File: config.mk
export PLATFORM = sky130hd
export DESIGN_NAME = spi_flash_slave
export DESIGN_NICKNAME = d
export VERILOG_FILES = /design/src/rtl/spi_flash_slave.sv
export SDC_FILE = /design/constraint.sdc
export NUM_CORES = 2
export LEC_CHECK = 0
export ABC_AREA = 0
export CAP_MARGIN = 5
export CORE_AREA = 2 2 445 447
export DETAILED_ROUTE_END_ITERATION = 8
export DIE_AREA = 0 0 447 449
export PLACE_DENSITY_LB_ADDON = 0.05
export SLEW_MARGIN = 15
export SYNTH_ARGS = -nofsm -noshare
export SYNTH_HDL_FRONTEND = slang
export SYNTH_SLANG_ARGS = --single-unit
File: constraint.sdc
create_clock -name clk -period 17.8 [get_ports clk]
set_clock_uncertainty 0.2 [all_clocks]
set_input_delay 3.56 -clock clk [delete_from_list [all_inputs] [get_ports clk]]
set_output_delay 3.56 -clock clk [all_outputs]
set_load 0.01 [all_outputs]
File: src/rtl/spi_flash_slave.sv
// rtl/spi_flash_slave.sv - SPI flash responder over an on-chip byte array, oversampled in clk.
// Optional JEDEC RDID (0x9F) response is built when SPI_FLASH_SLAVE_RDID_EN is defined.
module spi_flash_slave #(
    parameter int ADDR_W  = 8,
    parameter int SECT_W  = 4,
    parameter int PP_BUSY = 64
`ifdef SPI_FLASH_SLAVE_RDID_EN
    ,
    parameter logic [23:0] JEDEC_ID = 24'hC22017
`endif
) (
    input  logic clk,
    input  logic reset_n,
    input  logic CLK,
    input  logic CS,
    input  logic D,
    output logic Q,
    output logic wip
);
    localparam logic [7:0] OP_READ = 8'h03;
    localparam logic [7:0] OP_WREN = 8'h06;
    localparam logic [7:0] OP_PP   = 8'h02;
    localparam logic [7:0] OP_SE   = 8'hD8;
    localparam logic [7:0] OP_BE   = 8'hC7;
    localparam logic [7:0] OP_RDSR = 8'h05;
`ifdef SPI_FLASH_SLAVE_RDID_EN
    localparam logic [7:0] OP_RDID = 8'h9F;
`endif
    localparam logic [ADDR_W-1:0] A_ONE    = 1;
    localparam logic [SECT_W-1:0] SECT_ONE = 1;

    typedef enum logic [2:0] {
        ST_IDLE, ST_CMD, ST_ADDR, ST_RD_DATA, ST_PP_DATA, ST_STATUS, ST_IGNORE
`ifdef SPI_FLASH_SLAVE_RDID_EN
        , ST_RDID
`endif
    } state_t;

    logic [7:0] mem [2**ADDR_W];

    state_t            state_q, state_d;
    logic [2:0]        sclk_q, sclk_d, cs_q, cs_d;
    logic [1:0]        din_q, din_d;
    logic [5:0]        nbits_q, nbits_d;
    logic [2:0]        idx_q, idx_d;
    logic [6:0]        rx_q, rx_d;
    logic [7:0]        op_q, op_d, tx_q, tx_d;
    logic [ADDR_W-1:0] addr_q, addr_d, er_addr_q, er_addr_d, er_end_q, er_end_d;
    logic              q_q, q_d, wip_q, wip_d, erase_q, erase_d, pp_any_q, pp_any_d;
    logic [1:0]        status_q, status_d;
    logic [15:0]       busy_q, busy_d;
`ifdef SPI_FLASH_SLAVE_RDID_EN
    logic [1:0]        id_cnt_q, id_cnt_d;
    logic [7:0]        id_byte;
    assign id_byte = (id_cnt_q == 2'd0) ? JEDEC_ID[23:16] :
                     (id_cnt_q == 2'd1) ? JEDEC_ID[15:8] : JEDEC_ID[7:0];
`endif

    logic              sck_rise, sck_fall, cs_rise, cs_fall, din, mem_we;
    logic [7:0]        rx_byte, mem_rd, mem_wd;
    logic [ADDR_W-1:0] mem_wa;

    assign sck_rise = sclk_q[1] & ~sclk_q[2];
    assign sck_fall = ~sclk_q[1] & sclk_q[2];
    assign cs_rise  = cs_q[1] & ~cs_q[2];
    assign cs_fall  = ~cs_q[1] & cs_q[2];
    assign din      = din_q[1];
    assign rx_byte  = {rx_q, din};
    assign mem_rd   = mem[addr_q];
    assign Q        = q_q;
    assign wip      = wip_q;

    always_comb begin
        sclk_d    = {sclk_q[1:0], CLK};
        cs_d      = {cs_q[1:0], CS};
        din_d     = {din_q[0], D};
        state_d   = state_q;
        nbits_d   = nbits_q;
        idx_d     = idx_q;
        rx_d      = rx_q;
        op_d      = op_q;
        addr_d    = addr_q;
        tx_d      = tx_q;
        q_d       = q_q;
        status_d  = status_q;
        wip_d     = status_q[0];
        busy_d    = busy_q;
        erase_d   = erase_q;
        er_addr_d = er_addr_q;
        er_end_d  = er_end_q;
        pp_any_d  = pp_any_q;
`ifdef SPI_FLASH_SLAVE_RDID_EN
        id_cnt_d  = id_cnt_q;
`endif
        mem_we    = 1'b0;
        mem_wa    = addr_q;
        mem_wd    = 8'hFF;

        // Background program timer and erase engine; both only run while WIP=1,
        // which keeps them from ever colliding with a PP_DATA write.
        if (busy_q != 16'd0) begin
            busy_d = busy_q - 16'd1;
            if (busy_q == 16'd1) status_d = 2'b00;
        end
        if (erase_q) begin
            mem_we    = 1'b1;
            mem_wa    = er_addr_q;
            er_addr_d = er_addr_q + A_ONE;
            if (er_addr_q == er_end_q) begin
                erase_d  = 1'b0;
                status_d = 2'b00;
            end
        end

        if (cs_rise) begin
            state_d = ST_IDLE;
            q_d     = 1'b0;
            tx_d    = 8'h00;
            op_d    = 8'h00;
            if (op_q == OP_WREN && nbits_q == 6'd8) begin
                status_d[1] = 1'b1;
            end else if (status_q[1]) begin
                if (op_q == OP_PP && pp_any_q) begin
                    status_d[0] = 1'b1;
                    busy_d      = 16'(PP_BUSY);
                end else if (op_q == OP_SE && nbits_q == 6'd32) begin
                    status_d[0] = 1'b1;
                    erase_d     = 1'b1;
                    er_addr_d   = {addr_q[ADDR_W-1:SECT_W], {SECT_W{1'b0}}};
                    er_end_d    = {addr_q[ADDR_W-1:SECT_W], {SECT_W{1'b1}}};
                end else if (op_q == OP_BE && nbits_q == 6'd8) begin
                    status_d[0] = 1'b1;
                    erase_d     = 1'b1;
                    er_addr_d   = '0;
                    er_end_d    = '1;
                end
            end
        end else if (cs_fall) begin
            state_d  = ST_CMD;
            nbits_d  = 6'd0;
            idx_d    = 3'd0;
            op_d     = 8'h00;
            pp_any_d = 1'b0;
            q_d      = 1'b0;
        end else if (state_q != ST_IDLE && sck_rise) begin
            rx_d  = rx_byte[6:0];
            idx_d = idx_q + 3'd1;
            if (nbits_q != 6'd63) nbits_d = nbits_q + 6'd1;
            case (state_q)
                ST_CMD: if (idx_q == 3'd7) begin
                    if (status_q[0] && rx_byte != OP_RDSR) begin
                        state_d = ST_IGNORE;
                    end else begin
                        op_d = rx_byte;
                        case (rx_byte)
                            OP_READ, OP_PP, OP_SE: state_d = ST_ADDR;
                            OP_RDSR:               state_d = ST_STATUS;
`ifdef SPI_FLASH_SLAVE_RDID_EN
                            OP_RDID: begin
                                state_d  = ST_RDID;
                                id_cnt_d = 2'd0;
                            end
`endif
                            default:               state_d = ST_IGNORE;
                        endcase
                    end
                end
                ST_ADDR: begin
                    addr_d = {addr_q[ADDR_W-2:0], din};
                    if (nbits_q == 6'd31) begin
                        if (op_q == OP_READ)                  state_d = ST_RD_DATA;
                        else if (op_q == OP_PP && status_q[1]) state_d = ST_PP_DATA;
                        else                                   state_d = ST_IGNORE;
                    end
                end
                ST_PP_DATA: if (idx_q == 3'd7) begin
                    mem_we   = 1'b1;
                    mem_wd   = mem_rd & rx_byte;
                    addr_d   = {addr_q[ADDR_W-1:SECT_W], addr_q[SECT_W-1:0] + SECT_ONE};
                    pp_any_d = 1'b1;
                end
                default: ;
            endcase
        end else if (state_q != ST_IDLE && sck_fall) begin
            // Byte boundaries fall on idx 0; load there, otherwise shift.
            q_d  = tx_q[7];
            tx_d = {tx_q[6:0], 1'b0};
            case (state_q)
                ST_RD_DATA: if (idx_q == 3'd0) begin
                    q_d    = mem_rd[7];
                    tx_d   = {mem_rd[6:0], 1'b0};
                    addr_d = addr_q + A_ONE;
                end
                ST_STATUS: if (idx_q == 3'd0) begin
                    q_d  = 1'b0;
                    tx_d = {5'b0, status_q, 1'b0};
                end
`ifdef SPI_FLASH_SLAVE_RDID_EN
                ST_RDID: if (idx_q == 3'd0) begin
                    if (id_cnt_q != 2'd3) begin
                        q_d      = id_byte[7];
                        tx_d     = {id_byte[6:0], 1'b0};
                        id_cnt_d = id_cnt_q + 2'd1;
                    end else begin
                        q_d  = 1'b0;
                        tx_d = 8'h00;
                    end
                end
`endif
                default: begin
                    q_d  = 1'b0;
                    tx_d = 8'h00;
                end
            endcase
        end
    end

    always_ff @(posedge clk or negedge reset_n) begin
        if (!reset_n) begin
            state_q   <= ST_IDLE;
            sclk_q    <= 3'b000;
            cs_q      <= 3'b111;
            din_q     <= 2'b00;
            nbits_q   <= 6'd0;
            idx_q     <= 3'd0;
            rx_q      <= 7'd0;
            op_q      <= 8'h00;
            addr_q    <= '0;
            tx_q      <= 8'h00;
            q_q       <= 1'b0;
            status_q  <= 2'b00;
            wip_q     <= 1'b0;
            busy_q    <= 16'd0;
            erase_q   <= 1'b0;
            er_addr_q <= '0;
            er_end_q  <= '0;
            pp_any_q  <= 1'b0;
`ifdef SPI_FLASH_SLAVE_RDID_EN
            id_cnt_q  <= 2'd0;
`endif
        end else begin
            state_q   <= state_d;
            sclk_q    <= sclk_d;
            cs_q      <= cs_d;
            din_q     <= din_d;
            nbits_q   <= nbits_d;
            idx_q     <= idx_d;
            rx_q      <= rx_d;
            op_q      <= op_d;
            addr_q    <= addr_d;
            tx_q      <= tx_d;
            q_q       <= q_d;
            status_q  <= status_d;
            wip_q     <= wip_d;
            busy_q    <= busy_d;
            erase_q   <= erase_d;
            er_addr_q <= er_addr_d;
            er_end_q  <= er_end_d;
            pp_any_q  <= pp_any_d;
`ifdef SPI_FLASH_SLAVE_RDID_EN
            id_cnt_q  <= id_cnt_d;
`endif
        end
    end

    always_ff @(posedge clk) begin
        if (mem_we) mem[mem_wa] <= mem_wd;
    end
endmodule

Word-level counts from Yosys, hierarchy flattened
Memories as Yosys holds them, arrays and structs flattened.
Cells that the tools add are included.

cells by class
  add/subtract/negate cells = 6
  equality and inequality tests = 32
  multiplexer cells = 92
  bitwise logic cells = 13
  reduce and logical (&&, ||, !) cells = 37

operators by type and width
  cell                                                  number
  2-to-1 mux 8 bit                                      31
  2-to-1 mux 16 bit                                     5
  equality test 8 x 2 -> 1 bit, second input constant   4
  2-to-1 mux 1 bit                                      32
  case mux 8 bit (2 select lines)                       2
  2-to-1 mux 3 bit                                      9
  equality test 8 bit, second input constant            3
  2-to-1 mux 6 bit                                      3
  nonzero test 2 bit                                    9
  adder 8 x 1 -> 8 bit, second input constant           2
  equality test 16 x 1 -> 1 bit, second input constant  1
  equality test 8 x 3 -> 1 bit, second input constant   2
  nonzero test 16 bit                                   1
  subtractor 16 x 1 -> 16 bit, second input constant    1
  nonzero test 3 bit                                    5
  AND reduction 7 bit                                   2
  2-to-1 mux 2 bit                                      6
  case mux 3 bit (2 select lines)                       2
  AND reduction 4 bit                                   3
  equality test 3 bit, second input constant            3
  inequality test 3 bit, second input constant          3
  AND reduction 3 bit                                   3
  AND 8 bit                                             1
  equality test 8 bit                                   1
  other kinds (24)                                      46

word-level totals
  bits in registers = 89
  RAM bits = 2048
  input bits = 5
  output and inout bits = 2
  logic and storage cells = 200
  memories = 1

memory list
  memory  depth  bits a word  read ports  clocked after Yosys merged registers in  write ports  line  text
  mem     256    8            1           0                                        1            39    logic [7:0] mem [2**ADDR_W];

Depth between registers and ports, before layout
  word-level depth = 11
  depth in mapped cells = 12
  depth with buffers taken out = 9

Worst setup path after synthesis
No wires, ideal clock.

  path type = flip-flop to flip-flop
  from = reg addr_q[0]
  to = mem mem[0][5] (data pin)
  data arrival time = 12.025 ns
  setup slack = 3.389 ns
  stages on the path, launching flop included = 12
  path buffers = 4
  clock period less this slack = 14.411 ns
  cells stage by stage = dfrtp_1 buf_6 buf_12 buf_6 buf_6 nand3_2 o22a_1 a31oi_1 a21oi_1 o221a_2 o32a_1 o21ai_0

on the way
  word-level cells in the longest chain between the ends = 7

RTL lines
  what                       line  text
  start, declared            48    logic [ADDR_W-1:0] addr_q, addr_d, er_addr_q, er_addr_d, er_end_q, er_end_d;
  start signal, assigned     250   addr_q <= addr_d;
  memory read (256 x 8 bit)  --
  AND 8 bit                  178   mem_wd = mem_rd & rx_byte;
  2-to-1 mux 8 bit           176   ST_PP_DATA: if (idx_q == 3'd7) begin
  2-to-1 mux 8 bit           149   case (state_q)
  2-to-1 mux 8 bit           145   end else if (state_q != ST_IDLE && sck_rise) begin
  2-to-1 mux 8 bit           138   end else if (cs_fall) begin
  2-to-1 mux 8 bit           115   if (cs_rise) begin
  via mem_wd[5]              60    logic [7:0] rx_byte, mem_rd, mem_wd;
  end, declared              39

The timed path passes the listed nets, and every way through them passes these cells.

Worst setup path after layout
  from = reg addr_q[0]
  to = mem mem[241][1] (data pin)

The elaborated chain is that of the path after synthesis.

==> metrics.yaml <==
timing:
  grt_setup_unrepaired: "no"
  worstMarginPinSlew_ps: 1346
  fin_crit_sh: 0.4109
  tns_ps: 0
  slew_headroom: 0.1030
  hold_viol: 0
  final_max_slew_viol_count: 0
  finalSetupViolations: 0
  finalCriticalPeriod_ps: 7314
  max_freq_ghz: 0.1367
  setup_ws_ps: 10490
global_route:
  use_met2: 0.4019
  use_met3: 0.04318
  grt_pass1_vias: 42911
  grt_max_degree: 181
  track_usage: 0.2578
  grt-ovfl-total: 0
  top_usage_layer: "met2"
  grt_pass1_wl_um: 358400
  grtUsageMet1: 0.3738
  antenna_found_initial: 14
clocking:
  ctsHtreeMaxLevel: 4
  clk_latency_ps: 890
  cts-root-buf: "clkbuf_16"
  cts_max_path_buffers: 3
  clkTransAtPathRegs_ps: 60
  cts-resized-gates: 0
  cts_hold_buf: 0
  cts.sinks: 2133
  cts-buffers-inserted: 226
  cts_setup_buffers: 0
  cts_tree: "yes"
routing:
  vias: 43186
  post-route-drc-count: 0
  drtAntennaViolNets: 0
  first_pass_iters: 5
  drt-wirelength-per-cell_um: 36.12
  initialDrtViolationCount: 4527
  viasPerCell: 6.045
  drt-total-wl_um: 258100
critical_path:
  required_ps: 18050
  cp_max_fo: 96
  crit_arrival_ps: 7570
  worstSetupPathType: "reg -> reg"
  worst_setup_path_start_kind: "flop"
  setup.worst_path.end_class: "flop"
synthesis:
  ys_ff_latch: 2133
  ys_types: 80
  yosysSeqAreaShare: 0.7576
  yosysWarnings: 0
  syn_area_um2: 83990
  avgSynthCellArea_um2: 19.88
  synthArstFlopShare: 0.03985
  synthesis.nets: 4242
  yosysTopAreaCell: "edfxtp_1"
  synthFlopType: "edfxtp_1"
  synth_edf_count: 2048
  synth_top_cell_area_share: 0.7322
  syn_inst: 4225
  ys_top_cells_by_area: "edfxtp_1 73%, mux4_2 12%, dfrtp_1 2.4%"
floorplanning:
  die-area_um2: 200700
  core_um2: 196200
  core.rowCount: 163
  start_util: 0.4281
  io_pins: 7
  fp.dieW_um: 447
  chipHeight_um: 449
cells_and_area:
  drive_above_1_share: 0.2133
  area_delta_synth_final_pct: 12.15
  nFillCells: 16325
  fin_area_um2: 94200
  final_common_cell: "edfxtp_1"
  post-route-util: 0.4801
  layout.area.seq_um2: 63650
  fin_nets: 4336
  multi_input_area_um2: 19000
  layout_common_cells: "2048 x edfxtp_1, 447 x mux4_2, 340 x nor2_1"
placed_design:
  place_area_um2: 87010
  place_congestion: 0.8650
  numPortBuffers: 6
  dp_slack_ps: 10350
  dp_hpwl_um: 155700
hold_path:
  hp-class: "reg -> reg"
run_status:
  outcome: "complete, no violations"
power:
  cellLeakagePower_nw: 34.84
  cellPowerDensity_nw_per_um2: 124.1
  finalPower_mw: 11.69
  max-vdd-ir-drop_mv: 0.1078
flow_run:
  drv_cap: 0
==> synth_stat cells, types with 12 or more instances <==
library cell,instances
inv_1,23
mux2i_1,117
o21ai_0,63
edfxtp_1,2048
a31oi_1,25
nor3_1,36
a221oi_1,22
nand3_1,39
and3_1,12
buf_6,36
nand2_1,137
buf_2,70
a22oi_1,123
nand4_1,14
xor2_1,13
a2111oi_0,12
mux4_1,19
ha_1,12
xnor2_1,12
nor2_1,347
mux2_2,24
a21oi_1,68
buf_4,32
nand2b_1,12
nor2b_1,22
o22ai_1,39
dfrtp_1,82
nor4_1,23
clkbuf_1,105
mux4_2,447
==> sequential cells by signal (all words and copies together), names as in the netlist, 2 cells and up <==
register and flops:
er_addr_q 8, nbits_q 6, tx_q 7, status_q 2, busy_q 16, state_q 3
sclk_q 3, er_end_q 5, addr_q 8, op_q 8, din_q 2, cs_q 3
mem 2048, idx_q 3, rx_q 7
==> area by class of cell <==
type                    instances  area share
multi-input cells            1814      0.2018
clock buffers                 287     0.06345
inverters                      24   0.0009829
well taps                    2640     0.03507
clock inverters               123     0.01211
flip-flops and latches       2133      0.6757
diodes                          3  0.00007970
repair buffers                120     0.01084
==> stage by stage <==
step           cells  hold WS [ps]
3_3_place_gp    6729         144.0
3_5_place_dp    6729         138.6
5_1_grt         7142         159.6
2_1_floorplan   4225         131.2
4_1_cts         7139         156.9
6_report        7144         150.8
==> worst max-delay path, cell delays in order, from the launching register on <==
cell,delay [ps]
dfrtp_4,890
buf_12,570
buf_4,680
buf_4,770
mux4_2,600
a32oi_1,250
o211ai_1,180
nor4_1,950
a2111oi_0,230
a22oi_1,380
o21ai_4,110
buf_4,340
buf_4,500
==> power by group <==
| group | internal, mW | total (mW) | switching (mW) |
|---|---|---|---|
| clock | 2.60 | 4.58 | 1.98 |
| sequential | 5.44 | 5.52 | 0.0819 |
| combinational | 0.560 | 1.58 | 1.02 |
| total | 8.60 | 11.7 | 3.09 |
==> final timing paths <==
check	cells past startpoint	end	slack, ps	startpoint
worst max-delay path	12	mem[241][1]$_DFFE_PP_	10490	addr_q[0]$_DFFE_PN0P_
worst min register to register	0	sclk_q[1]$_DFF_PN0_	150	sclk_q[0]$_DFF_PN0_
worst min-delay path	0	sclk_q[1]$_DFF_PN0_	150	sclk_q[0]$_DFF_PN0_
min in group asynchronous	1	wip$_DFF_PN0_	2370	reset_n
worst max register to register	12	mem[241][1]$_DFFE_PP_	10490	addr_q[0]$_DFFE_PN0P_
max in group asynchronous	2	addr_q[1]$_DFFE_PN0P_	13680	reset_n
==> per-layer routing <==
metal	wire length (um)	vias to the layer above	share of wire
met1	112000	23606	0.43
met5	7	-	0.000027
met3	16310	335	0.063
li1	-	17643	-
met2	122100	1600	0.47
met4	7594	2	0.029
==> logic make-up after synthesis <==
family | Yosys count | synth area share
buf+inv | 278 | 0.01870
compound gates | 463 | 0.03831
mux | 607 | 0.1430
fa+ha+maj | 12 | 0.001788
simple gates | 707 | 0.03805
flops | 2133 | 0.7576
xor+xnor | 25 | 0.002607
Note: power is estimated with default switching activity, not from simulation.
